--- src/rtl/minterm_func_gen.sv ---
// Minterm function generator: one-hot decoder feeding N_FUNC run-time programmable
// OR-of-minterm outputs, plus a sweep mode that walks every input code for truth-table readout.
module minterm_func_gen #(
  parameter int unsigned N_IN   = 3,
  parameter int unsigned N_FUNC = 3,
  localparam int unsigned SW    = (N_FUNC > 1) ? $clog2(N_FUNC) : 1,
  localparam int unsigned DW    = 1 << N_IN
) (
  input  logic              clk,
  input  logic              rst,
  input  logic              cfg_valid,
  output logic              cfg_ready,
  input  logic [SW-1:0]     cfg_sel,
  input  logic [DW-1:0]     cfg_mask,
  output logic              cfg_err,
  input  logic              in_valid,
  output logic              in_ready,
  input  logic [N_IN-1:0]   in_data,
  input  logic              sweep_start,
  output logic              sweep_busy,
  output logic              out_valid,
  output logic [N_IN-1:0]   out_idx,
  output logic [DW-1:0]     dec,
  output logic [N_FUNC-1:0] f
);

  typedef enum logic {IDLE = 1'b0, SWEEP = 1'b1} state_t;

  state_t            state;
  state_t            state_next;
  logic [N_IN-1:0]   cnt;
  logic [N_IN-1:0]   cnt_next;

  logic              inj_valid;
  logic [N_IN-1:0]   inj_code;
  logic [DW-1:0]     inj_dec;

  logic              cfg_fire;
  logic              sel_ok;
  logic [DW-1:0]     masks [N_FUNC];

  logic              s1_valid;
  logic [N_IN-1:0]   s1_code;
  logic [DW-1:0]     s1_dec;

  logic              s2_valid;
  logic [N_IN-1:0]   s2_code;
  logic [DW-1:0]     s2_dec;
  logic [N_FUNC-1:0] s2_f;
  logic [N_FUNC-1:0] hit;

  // Both ports are closed for the whole sweep so masks stay stable across it.
  assign sweep_busy = (state == SWEEP);
  assign cfg_ready  = ~sweep_busy;
  assign in_ready   = ~sweep_busy;

  assign cfg_fire = cfg_valid & cfg_ready;
  assign sel_ok   = (32'(cfg_sel) < N_FUNC);

  // Sweep FSM state and counter.
  always_ff @(posedge clk) begin
    if (rst) begin
      state <= IDLE;
      cnt   <= '0;
    end else begin
      state <= state_next;
      cnt   <= cnt_next;
    end
  end

  // Next state and injection source select.
  always_comb begin
    state_next = state;
    cnt_next   = cnt;
    inj_valid  = 1'b0;
    inj_code   = in_data;
    case (state)
      IDLE: begin
        inj_valid = in_valid;
        if (sweep_start) begin
          state_next = SWEEP;
          cnt_next   = '0;
        end
      end
      SWEEP: begin
        inj_valid = 1'b1;
        inj_code  = cnt;
        cnt_next  = cnt + N_IN'(1);
        if (cnt == N_IN'(DW - 1)) begin
          state_next = IDLE;
        end
      end
      default: state_next = IDLE;
    endcase
  end

  // One-hot decode of the injected code.
  always_comb begin
    inj_dec = '0;
    for (int m = 0; m < int'(DW); m++) begin
      inj_dec[m] = (inj_code == N_IN'(m));
    end
  end

  // Mask storage and out-of-range write flag.
  always_ff @(posedge clk) begin
    if (rst) begin
      for (int i = 0; i < int'(N_FUNC); i++) begin
        masks[i] <= '0;
      end
      cfg_err <= 1'b0;
    end else begin
      cfg_err <= cfg_fire & ~sel_ok;
      for (int i = 0; i < int'(N_FUNC); i++) begin
        if (cfg_fire && sel_ok && (cfg_sel == SW'(i))) begin
          masks[i] <= cfg_mask;
        end
      end
    end
  end

  // Minterm match per function against the pre-edge mask.
  always_comb begin
    hit = '0;
    for (int i = 0; i < int'(N_FUNC); i++) begin
      hit[i] = |(s1_dec & masks[i]);
    end
  end

  // S1: capture code and decode at the injection edge.
  always_ff @(posedge clk) begin
    if (rst) begin
      s1_valid <= 1'b0;
      s1_code  <= '0;
      s1_dec   <= '0;
    end else begin
      s1_valid <= inj_valid;
      if (inj_valid) begin
        s1_code <= inj_code;
        s1_dec  <= inj_dec;
      end
    end
  end

  // S2: apply masks one edge after injection, so a write on that edge is not yet seen.
  always_ff @(posedge clk) begin
    if (rst) begin
      s2_valid <= 1'b0;
      s2_code  <= '0;
      s2_dec   <= '0;
      s2_f     <= '0;
    end else begin
      s2_valid <= s1_valid;
      if (s1_valid) begin
        s2_code <= s1_code;
        s2_dec  <= s1_dec;
        s2_f    <= hit;
      end
    end
  end

  // Output register; data holds between valid items.
  always_ff @(posedge clk) begin
    if (rst) begin
      out_valid <= 1'b0;
      out_idx   <= '0;
      dec       <= '0;
      f         <= '0;
    end else begin
      out_valid <= s2_valid;
      if (s2_valid) begin
        out_idx <= s2_code;
        dec     <= s2_dec;
        f       <= s2_f;
      end
    end
  end

endmodule
--- config.mk ---
export PLATFORM = sky130hd
export DESIGN_NAME = minterm_func_gen
export DESIGN_NICKNAME = d
export VERILOG_FILES = /design/src/rtl/minterm_func_gen.sv
export SDC_FILE = /design/constraint.sdc
export NUM_CORES = 1
export LEC_CHECK = 0
export CAP_MARGIN = 40
export CORE_MARGIN = 5
export CORE_UTILIZATION = 48
export CTS_BUF_LIST = sky130_fd_sc_hd__clkbuf_16
export CTS_CLUSTER_DIAMETER = 200
export DETAILED_ROUTE_END_ITERATION = 10
export GPL_TIMING_DRIVEN = 0
export PLACE_DENSITY = 0.74
export SYNTH_ARGS = -nofsm -noshare
export SYNTH_HDL_FRONTEND = slang
export SYNTH_SLANG_ARGS = --single-unit
--- constraint.sdc ---
create_clock -name clk -period 1.5 [get_ports clk]
set_input_delay 0.375 -clock clk [delete_from_list [all_inputs] [get_ports clk]]
set_output_delay 0.375 -clock clk [all_outputs]
set_load 0.02 [all_outputs]
==> impl_metrics.json <==
{
  "status": "finished clean",
  "routed_wl_mm": 5.36,
  "final.setup.tns_ns": 0,
  "place_ws_ns": -0.558,
  "power_leakage_uw": 0.00144,
  "synth_compound_area_share_pct": 10.5,
  "coreArea_sq_mm": 0.00554,
  "synth-seq-area-share_pct": 60.4,
  "ys.flop_type": "dfxtp_1",
  "first_iter_violations": 117,
  "dr.pass1.iters": 5,
  "antenna_found_initial": 0,
  "syn_area_per_cell_sq_um": 12.2,
  "cts_buffer_depth": 2,
  "insertion_delay_ns": 0.33,
  "num_vias": 1887,
  "yosysWarnings": 0,
  "start_util_pct": 49.7,
  "syn_area_sq_mm": 0.00275,
  "rrSetupSlack_ns": 0.04,
  "period_needed_ns": 1.48,
  "synth-xor-area-share_pct": 0,
  "io_buffer_count": 35,
  "placementRows": 27,
  "cp_max_fo": 3,
  "cts-root-buf": "clkbuf_16",
  "tightest_slew_ns": 0.527,
  "synth_edf_count": 24,
  "hold_viol": 0,
  "skew_ns": 0.00412,
  "globalplace.congestion": 0.807,
  "top_level_ports": 37,
  "synthAdderAreaFrac_pct": 0.909,
  "antenna_left": 0,
  "die_w_microns": 85.7,
  "synthSimpleGateAreaFrac_pct": 12.6,
  "via_per_inst": 5.33,
  "ys_types": 37,
  "netlist_instances": 225,
  "drive_above_1_share_pct": 17.0,
  "synth_async_sr_flop_share_pct": 0,
  "grt.total_usage_pct": 16.4,
  "syn2layout_area_growth_pct": 30.5,
  "routedWlPerCell_microns": 15.2,
  "overflow": 0,
  "cts_num_sinks": 71,
  "cts_max_level": 3,
  "die_h_microns": 85.7,
  "synthMuxAreaShare_pct": 11.9,
  "clk_pin_slew_ns": 0.05,
  "cts_tree": "built",
  "fin_crit_sh_pct": 98.6,
  "hold_ws_ns": 0.468,
  "path_class": "flop to output port",
  "diodes": 0,
  "die_area_sq_mm": 0.00735,
  "peakVddDrop_mv": 0.933,
  "relSlewSlack_pct": 64.9,
  "drcViolationCount": 0,
  "ys_ff_latch": 71,
  "fin_util_pct": 64.9,
  "placed_area_sq_mm": 0.00320,
  "grt_max_degree": 13,
  "worst_setup_path_end_kind": "output port",
  "first_global_vias": 1857,
  "hold_path.class": "input port to flop",
  "holdBufCountCts": 0,
  "power_density_mw_per_mm2": 1300,
  "drv_cap": 0,
  "cts_buffers": 9,
  "final_area_sq_mm": 0.00359,
  "grt_pass1_wl_mm": 9.07,
  "final-max-slew-violation-count": 0,
  "required_ns": 1.12,
  "synth_top_family_by_area": "simple AND/OR/NAND/NOR gates",
  "rsz0062_at_grt": "yes",
  "filler_cell_count": 441,
  "clock.fmax_mhz": 676,
  "crit_arrival_ns": 1.10,
  "cp-start-kind": "flop",
  "final_nets": 297,
  "dp_hpwl_mm": 3.68,
  "fin_ws_ns": 0.0206,
  "synth_nets": 245,
  "setup_viol": 0
}
==> through the flow <==
step                      total power (uW)  cells
after floorplan                       2360    225
after CTS                             4720    353
after detailed placement              2490    332
final                                 4680    354
after global placement                2490    332
after global routing                  4870    354
==> registers in the layout, indices dropped and copies added, names as in the netlist <==
signal	flops
f	3
s1_valid	1
cfg_err	1
s1_dec	8
s2_code	3
s2_f	3
s2_valid	1
cnt	3
s2_dec	8
out_valid	1
s1_code	3
sweep_busy	1
out_idx	3
dec	8
masks	24
==> cells in the mapped netlist, drive strengths merged, types with 4 or more instances <==
| library cell | instances | share of area [%] |
|---|---|---|
| a21oi | 10 | 1.8 |
| and2 | 9 | 2.1 |
| buf | 10 | 2.9 |
| dfxtp | 47 | 34 |
| edfxtp | 24 | 26 |
| mux2i | 28 | 11 |
| nand2 | 9 | 1.2 |
| nor2 | 37 | 5.3 |
| nor3b | 4 | 1.7 |
| o211ai | 8 | 2.2 |
==> final timing paths <==
path / from / end / cells past startpoint
worst max-delay path: sweep_busy / in_ready / 5
worst min-delay path: cfg_sel[0] / cfg_err / 3
worst max register to register: sweep_busy / masks[0][4] / 5
worst min register to register: s2_f[2] / s2_f[2] / 2
==> final cells by class <==
cell class / instances / area, sq um / share of cell area (%)
sequential: 71 / 1660 / 46.3
multi-input combinational: 138 / 1020 / 28.3
timing repair buffer: 41 / 395 / 11.0
clock buffer: 9 / 225 / 6.27
buffer: 13 / 93.8 / 2.61
tap: 72 / 90.1 / 2.51
clock inverter: 7 / 88.8 / 2.47
inverter: 3 / 18.8 / 0.522
==> worst max-delay path, stage by stage, from the launching register on <==
cell     delay [ns]
dfxtp_2        0.32
buf_6          0.12
buf_12         0.12
inv_8          0.04
buf_6          0.08
buf_6          0.10
==> metal layers <==
metal	global-route usage (%)	wire length [microns]
met5	0	0
met4	5.18	68
met1	19.0	2300
met3	6.34	261
met2	27.9	2740
==> cell usage in the layout (no fill, tap or decap), types with 2 or more instances in the layout <==
cell type / count
nand2_1: 9
dfxtp_1: 46
o211ai_1: 8
buf_6: 5
edfxtp_1: 24
buf_2: 5
a222oi_1: 3
a21boi_0: 3
clkbuf_1: 3
o31ai_4: 2
a311oi_1: 3
mux2i_4: 2
buf_4: 6
a22o_1: 3
clkdlybuf4s50_1: 15
inv_1: 3
nor2b_1: 2
bufinv_16: 2
and2_1: 8
buf_12: 2
nor2_1: 36
ha_1: 2
mux2_2: 2
nor3b_1: 2
a21oi_1: 10
a211oi_1: 3
mux2i_1: 26
dlygate4sd2_1: 17
a221oi_1: 3
clkbuf_16: 9
==> report_power, final <==
group / switching, uW / internal (uW)
logic: 191 / 181
clock network: 757 / 1440
registers: 42.7 / 2070
total: 991 / 3690
==> kinds of logic (layout without fill, tap and decap cells) <==
kind of cell | Yosys count | after routing
and+or+nand+nor | 67 | 67
muxes | 30 | 30
buffers and inverters | 16 | 73
adders and majority gates | 2 | 2
DFF | 71 | 71
AOI/OAI and AO/OA | 39 | 39
==> timing repair <==
item,4_1_cts,5_1_grt
setup endpoints to repair,35,17
cloned,0,0
resized for setup,36,3
pin swaps,2,1
buffers inserted,5,1
Power figures use the tool's default switching activity.
